==> src/rtl/u712_sdram_init_refresh.sv <==
// u712_sdram_init_refresh
// Power-up init sequencer and auto-refresh scheduler for the U712 chip-RAM SDRAM.
// Owns the command pins through the JEDEC init sequence, then requests the bus
// via REF_REQ/REF_ACK to issue AUTO REFRESH from a saturating backlog.
// Everything is clocked on the falling edge of CLK80, like the chip-RAM state machine.
// TRP, TRC and TMRD are assumed to be at least 2 (each has a wait state of length-1).
`timescale 1ns/1ps
module u712_sdram_init_refresh #(
    parameter int          POWERUP_CYCLES   = 8000,
    parameter int          TRP              = 2,
    parameter int          TRC              = 6,
    parameter int          TMRD             = 2,
    parameter int          REFRESH_INTERVAL = 624,
    parameter int          MAX_PENDING      = 8,
    parameter logic [10:0] MODE_REG         = 11'h020
) (
    input  logic        CLK80,
    input  logic        RESETn,
    input  logic        REF_ACK,
    output logic        INIT_DONE,
    output logic        REF_REQ,
    output logic        REF_URGENT,
    output logic        REF_DONE,
    output logic        CMD_OWN,
    output logic        SD_RASn,
    output logic        SD_CASn,
    output logic        SD_WEn,
    output logic [1:0]  SD_BA,
    output logic [10:0] SD_A
);

    localparam int CNT_W  = $clog2(POWERUP_CYCLES + TRP + TRC + TMRD + 1);
    localparam int ICNT_W = $clog2(REFRESH_INTERVAL + 1);

    // Wait states exit when the counter (zeroed on entry) reaches length-2.
    localparam logic [CNT_W-1:0]  C_PWRUP    = CNT_W'(POWERUP_CYCLES);
    localparam logic [CNT_W-1:0]  C_TRP      = CNT_W'(TRP - 2);
    localparam logic [CNT_W-1:0]  C_TRC      = CNT_W'(TRC - 2);
    localparam logic [CNT_W-1:0]  C_TMRD     = CNT_W'(TMRD - 2);
    localparam logic [ICNT_W-1:0] C_INT_LAST = ICNT_W'(REFRESH_INTERVAL - 1);
    localparam logic [3:0]        C_MAXP     = 4'(MAX_PENDING);

    typedef enum logic [3:0] {
        S_PWRUP_WAIT,
        S_PRE,
        S_PRE_WAIT,
        S_REF1,
        S_REF1_WAIT,
        S_REF2,
        S_REF2_WAIT,
        S_MRS,
        S_MRS_WAIT,
        S_IDLE,
        S_AREF,
        S_AREF_WAIT
    } state_t;

    state_t              r_state;
    state_t              w_state_nxt;
    logic [CNT_W-1:0]    r_cnt;
    logic [CNT_W-1:0]    w_cnt_nxt;
    logic [ICNT_W-1:0]   r_icnt;
    logic [3:0]          r_pending;
    logic [3:0]          w_pend_nxt;
    logic                w_tick;
    logic                w_dec;

    logic                r_init_done;
    logic                r_ref_req;
    logic                r_ref_done;
    logic                r_cmd_own;
    logic                r_rasn;
    logic                r_casn;
    logic                r_wen;
    logic [10:0]         r_sd_a;

    logic                w_init_done;
    logic                w_ref_req;
    logic                w_ref_done;
    logic                w_cmd_own;
    logic                w_rasn;
    logic                w_casn;
    logic                w_wen;
    logic [10:0]         w_sd_a;

    // One tick per wrap of the interval counter, only once init has finished.
    assign w_tick = r_init_done && (r_icnt == C_INT_LAST);

    // Next-state logic: init timeline, then IDLE/AREF/AREF_WAIT refresh service.
    always_comb begin
        w_state_nxt = r_state;
        w_cnt_nxt   = '0;
        w_dec       = 1'b0;
        case (r_state)
            S_PWRUP_WAIT: begin
                if (r_cnt == C_PWRUP) w_state_nxt = S_PRE;
                else                  w_cnt_nxt   = r_cnt + CNT_W'(1);
            end
            S_PRE:        w_state_nxt = S_PRE_WAIT;
            S_PRE_WAIT: begin
                if (r_cnt == C_TRP) w_state_nxt = S_REF1;
                else                w_cnt_nxt   = r_cnt + CNT_W'(1);
            end
            S_REF1:       w_state_nxt = S_REF1_WAIT;
            S_REF1_WAIT: begin
                if (r_cnt == C_TRC) w_state_nxt = S_REF2;
                else                w_cnt_nxt   = r_cnt + CNT_W'(1);
            end
            S_REF2:       w_state_nxt = S_REF2_WAIT;
            S_REF2_WAIT: begin
                if (r_cnt == C_TRC) w_state_nxt = S_MRS;
                else                w_cnt_nxt   = r_cnt + CNT_W'(1);
            end
            S_MRS:        w_state_nxt = S_MRS_WAIT;
            S_MRS_WAIT: begin
                if (r_cnt == C_TMRD) w_state_nxt = S_IDLE;
                else                 w_cnt_nxt   = r_cnt + CNT_W'(1);
            end
            S_IDLE: begin
                // The grant only counts when there is work to do.
                if (REF_ACK && (r_pending != 4'd0)) begin
                    w_state_nxt = S_AREF;
                    w_dec       = 1'b1;
                end
            end
            S_AREF:       w_state_nxt = S_AREF_WAIT;
            S_AREF_WAIT: begin
                if (r_cnt == C_TRC) w_state_nxt = S_IDLE;
                else                w_cnt_nxt   = r_cnt + CNT_W'(1);
            end
            default:      w_state_nxt = S_PWRUP_WAIT;
        endcase
    end

    // Backlog update: a tick and a refresh on the same edge cancel out.
    always_comb begin
        w_pend_nxt = r_pending;
        if (w_tick && !w_dec) begin
            if (r_pending < C_MAXP) w_pend_nxt = r_pending + 4'd1;
        end else if (w_dec && !w_tick) begin
            w_pend_nxt = r_pending - 4'd1;
        end
    end

    // Output decode from the next state so every output is a plain register.
    always_comb begin
        w_rasn      = 1'b1;
        w_casn      = 1'b1;
        w_wen       = 1'b1;
        w_sd_a      = 11'h000;
        w_cmd_own   = (w_state_nxt != S_IDLE);
        w_init_done = r_init_done || (w_state_nxt == S_IDLE);
        w_ref_req   = (w_state_nxt == S_IDLE) && (w_pend_nxt != 4'd0);
        w_ref_done  = (w_state_nxt == S_AREF_WAIT) && (w_cnt_nxt == C_TRC);
        case (w_state_nxt)
            S_PRE: begin
                w_rasn = 1'b0;
                w_wen  = 1'b0;
                w_sd_a = 11'h400;
            end
            S_REF1, S_REF2, S_AREF: begin
                w_rasn = 1'b0;
                w_casn = 1'b0;
            end
            S_MRS: begin
                w_rasn = 1'b0;
                w_casn = 1'b0;
                w_wen  = 1'b0;
                w_sd_a = MODE_REG;
            end
            default: ;
        endcase
    end

    // State, sequencing counter, backlog and registered outputs.
    always_ff @(negedge CLK80) begin
        if (!RESETn) begin
            r_state     <= S_PWRUP_WAIT;
            r_cnt       <= '0;
            r_pending   <= 4'd0;
            r_init_done <= 1'b0;
            r_ref_req   <= 1'b0;
            r_ref_done  <= 1'b0;
            r_cmd_own   <= 1'b1;
            r_rasn      <= 1'b1;
            r_casn      <= 1'b1;
            r_wen       <= 1'b1;
            r_sd_a      <= 11'h000;
        end else begin
            r_state     <= w_state_nxt;
            r_cnt       <= w_cnt_nxt;
            r_pending   <= w_pend_nxt;
            r_init_done <= w_init_done;
            r_ref_req   <= w_ref_req;
            r_ref_done  <= w_ref_done;
            r_cmd_own   <= w_cmd_own;
            r_rasn      <= w_rasn;
            r_casn      <= w_casn;
            r_wen       <= w_wen;
            r_sd_a      <= w_sd_a;
        end
    end

    // Refresh interval counter, free-running once init is done.
    always_ff @(negedge CLK80) begin
        if (!RESETn)          r_icnt <= '0;
        else if (w_tick)      r_icnt <= '0;
        else if (r_init_done) r_icnt <= r_icnt + ICNT_W'(1);
    end

    assign INIT_DONE  = r_init_done;
    assign REF_REQ    = r_ref_req;
    assign REF_URGENT = (r_pending == C_MAXP);
    assign REF_DONE   = r_ref_done;
    assign CMD_OWN    = r_cmd_own;
    assign SD_RASn    = r_rasn;
    assign SD_CASn    = r_casn;
    assign SD_WEn     = r_wen;
    assign SD_BA      = 2'b00;
    assign SD_A       = r_sd_a;

endmodule

==> config.mk <==
export PLATFORM = sky130hd
export DESIGN_NAME = u712_sdram_init_refresh
export DESIGN_NICKNAME = d
export VERILOG_FILES = /design/src/rtl/u712_sdram_init_refresh.sv
export SDC_FILE = /design/constraint.sdc
export NUM_CORES = 1
export LEC_CHECK = 0
export BUFFER_PORTS_ARGS = -buffer_cell sky130_fd_sc_hd__buf_2
export CAP_MARGIN = 20
export CORE_AREA = 3 3 76 113
export DETAILED_ROUTE_END_ITERATION = 10
export DIE_AREA = 0 0 79 116
export GPL_TIMING_DRIVEN = 0
export SYNTH_ARGS = -nofsm -noshare
export SYNTH_HDL_FRONTEND = slang
export SYNTH_SLANG_ARGS = --single-unit
==> constraint.sdc <==
create_clock -name CLK80 -period 2.6 [get_ports CLK80]
set_input_delay 0.52 -clock CLK80 [delete_from_list [all_inputs] [get_ports CLK80]]
set_output_delay 0.52 -clock CLK80 [all_outputs]
set_load 0.1 [all_outputs]
* Word-level counts from Yosys, hierarchy flattened
Cells that the tools add are included.
Word-level totals: word-level logic and storage cells 82, output and inout port bits 21, bits of input ports 3, register bits after elaboration 49
Cells by class: muxes and demuxes 21, $lt $le $gt $ge 1, reduce and logical (&&, ||, !) cells 19, eq/ne operators 24, add/subtract/negate cells 4, bitwise operators 1
Operators with widths (count):
- 4-bit case mux with 12 select lines | 1
- 4-bit 2-to-1 mux | 10
- 13-bit 2-to-1 mux | 3
- 13-bit case mux with 3 select lines | 1
- 4-bit equality test (second input constant) | 8
- 13-bit by 3-bit equality test with 1-bit output (second input constant) | 2
- 4-bit by 3-bit equality test with 1-bit output (second input constant) | 6
- 11-bit case mux with 2 select lines | 1
- 13-bit by 1-bit adder with 13-bit output (second input constant) | 1
- 13-bit equality test (second input constant) | 1
- 13-bit zero test | 1
- 4-bit by 2-bit equality test with 1-bit output (second input constant) | 3
- 10-bit by 1-bit adder with 10-bit output (second input constant) | 1
- 10-bit equality test (second input constant) | 1
- 4-bit by 1-bit equality test with 1-bit output (second input constant) | 2
- 4-bit nonzero test | 2
- 1-bit logical AND | 6
- 2-bit OR reduction | 3
- 1-bit 2-to-1 mux | 5
- 5-bit OR reduction | 1
- 4-bit by 1-bit adder with 4-bit output (second input constant) | 1
- 4-bit zero test | 1
- 4-bit less-than comparator (second input constant) | 1
- 4-bit != test (second input constant) | 1
- 6 further kinds | 7

* Depth between registers and ports, before layout
depth in word-level cells 9, gate-level depth with buffers 9, mapped depth without buffers 8

==> results.md <==
* Worst R2R Start: r_cnt[0]
* Min setup slack post-route at -0.459 ns
* Starting Density at 29.6%
* Share of cells above drive strength 1 at between 20 and 25%
* Largest net degree at the start of global routing at 14
* Cell Chain, Critical Path: inv_4 -> ha_4 -> nand2b_4 -> nor2_4 -> buf_12
* Leakage power at around 0.0013 uW
* Routed via count at about 2.1k
* Sequential power share at about two fifths
* IO Pins at 24
* Worst min path class: reg -> reg
* CTS max path bufs at 2
* WL per Instance at between 10 and 15 microns
* Hold path depth at 1
* Pwr Density at 513 nW/um^2
* Arrival time of the worst setup path at 2.54 ns
* Vias in the first global route at about 2.2k
* CP max stage cell: dfxtp_4
* Initial antenna violation count at 0
* Root Buffer: clkbuf_16
* CTS tree: yes
* Hold-critical path endpoint: r_cnt[0]
* Hold Vio Cnt, Final at 0
* Worst skew pair latency at around 0.36 ns
* RePlAce Congestion at 0.836
* Clk sink count at 40
* Total CTS buffers at 5
* # diodes at 0
* I/O Buffers at 11
* Critical Path End Type: output pin
* Uppermost layer routed: met4
* Number of nets in the layout at 359
* Switching share of power at between 30% and 40%
* Worst-path clk slew at around 0.040 ns
* Gr usage total at 12.1%
* Residual DRC at 0
* Metal2 WL at 3060 microns
* Post-Syn Instances at approximately 280
* H-tree Lvls at 2
* Area of the core at between 7000 and 8000 sq um
* Final setup vio count at 19
* Post-Syn Area at 2280 sq um
* CP top delay family: flip-flops
* Post-synthesis sequential area ratio at 35.1%
* Hold Slack at 0.480 ns
* EDFF count, synth at 0
* Global-route wire length before repair at a little over 9000 microns
* Reg2Reg Setup Slack at ~0.35 ns
* Met1 wire length at 2000 microns
* Met3 routed WL at 145 microns
* Crit path buf inv count at 2
* Vias per cell at ~4.7
* Ys flop type: dfxtp_1
* Die area at just over 9000 sq um
* Violated checks: negative setup slack
* Most common cell after layout, fill and taps aside: inv_1
* Worst Hold Launch: r_cnt[0]
* Status: finished, violations left
* Comb pwr share at roughly 8%
* Synth cell types at between 50 and 60
* Reg2Reg Depth at 9
* Critical path type: reg -> out
* Clock power frac at about 53%
* Synth Register Bits at 40
* Post-Route WL at 5300 microns
* Worst clock skew at approximately 0.016 ns
* Most frequent cells in the layout: inv_1, nor2_1, dfxtp_1
* Maximum resistive drop on vdd at 0.000297 V
* Yosys warnings at 0
* P_int at between 1000 and 1500 uW
* Fin. max-slew vios at 0
* RSZ-0062 raised after global routing: true
* Critical path required time at around 2.1 ns
* Async S/R FF share, synth at 0%
* DR iter-0 viols at 70
* Net switching power at 513 uW
* Largest stage delay on the critical path at roughly 0.34 ns
* Syn_area_per_cell at between 8 and 9 sq um
* # rows at 39
* Die H at between 100 and 150 microns
* Total power at 1600 uW
* Worst r2r dst: r_cnt[2]
* Gr ovfl total at 0
* Worst setup SP type: flip-flop
* HPWL after DPL at 3790 microns
* DR pass1 iterations at 5
* Total of max-cap violations at 0
* Die X at between 70 and 80 microns
* P&R area growth vs syn at 37.0%
* Crit path max fanout at 2
* Final ANT Viol Nets at 0
==> final cells by class <==
cell class                      instances  area (sq um)
Multi-Input combinational cell        215          1430
Buffer                                 21           141
Clock buffer                            5           125
Inverter                                9          38.8
Fill cell                             818          4590
Tap cell                              102           128
Sequential cell                        40           820
Timing Repair Buffer                   19           272
Clock inverter                         43           170
==> power groups by stage <==
stage	clock [uW]	combinational (uW)	sequential, uW
detailed placement	96.2	129	636
global placement	96.2	128	636
finish	845	131	626
floorplan	96.2	117	635
CTS	885	130	626
global route	956	139	625
==> synth_stat cells (3+ instances only) <==
cell type,n,share of area [%]
a211oi_1,3,0.99
a31oi_1,6,1.6
buf_4,12,4.0
clkbuf_1,6,0.99
dfxtp_1,40,35
ha_1,5,2.7
inv_1,10,1.6
nand2_1,22,3.6
nand2b_1,7,1.9
nand3_1,14,3.1
nand4_1,6,1.6
nor2_1,44,7.2
nor2b_1,5,1.4
nor3_1,9,2.0
nor4_1,6,1.6
o21ai_0,8,1.8
xnor2_1,13,5.0
xor2_1,12,4.6
==> through the flow <==
step	setup TNS, ns	area [sq um]	utilization (%)	worst slack (ns)	cells
5_1_grt	-2.84	3120	40.5	-0.524	454
4_1_cts	-1.63	3100	40.2	-0.485	453
3_3_place_gp	-5.81	2580	33.5	-0.560	399
2_1_floorplan	-1.91	2400	-	-0.327	286
6_report	-1.76	3120	40.5	-0.459	454
3_5_place_dp	-6.02	2580	33.5	-0.552	399
==> routing by layer <==
layer  track usage [%]  vias up
met5                 0        -
met4              7.11        0
li1                  -     1085
met3              4.04        7
met1              11.5      994
met2              22.4       29
==> registers in the layout (all words and copies together) (netlist names) <==
name / flops
CMD_OWN: 1
r_cnt: 13
SD_CASn: 1
r_state: 4
SD_WEn: 1
INIT_DONE: 1
REF_REQ: 1
SD_RASn: 1
REF_DONE: 1
r_icnt: 10
SD_A: 2
r_pending: 4
==> cells by family after synthesis <==
kind of cell	Yosys count	synth area share, %
AOI/OAI and AO/OA	35	10.9
DFF	40	35.1
xor gates and xnor gates	25	9.60
adders and majority gates	6	3.18
other	1	0.164
muxes	4	1.87
and+or+nand+nor	134	31.3
buffers and inverters	31	7.79
==> what timing repair did <==
action                                  in CTS  in global routing
hold endpoints to repair                     0                  0
resized for setup                           48                  4
buffers inserted                             7                  1
hold buffers                                 0                  0
pin swaps                                    6                  3
endpoints found under the setup margin      16                 20
==> worst max-delay path by stage <==
stage | startpoint | slack (ns) | cells past startpoint | to
floorplan | r_pending[0] | -0.33 | 4 | REF_URGENT
global placement | REF_ACK | -0.56 | 6 | REF_REQ
detailed placement | REF_ACK | -0.55 | 6 | REF_REQ
CTS | r_pending[1] | -0.49 | 5 | REF_URGENT
global route | r_pending[1] | -0.52 | 5 | REF_URGENT
finish | r_pending[1] | -0.46 | 5 | REF_URGENT
(Power assumes the default switching activity.)
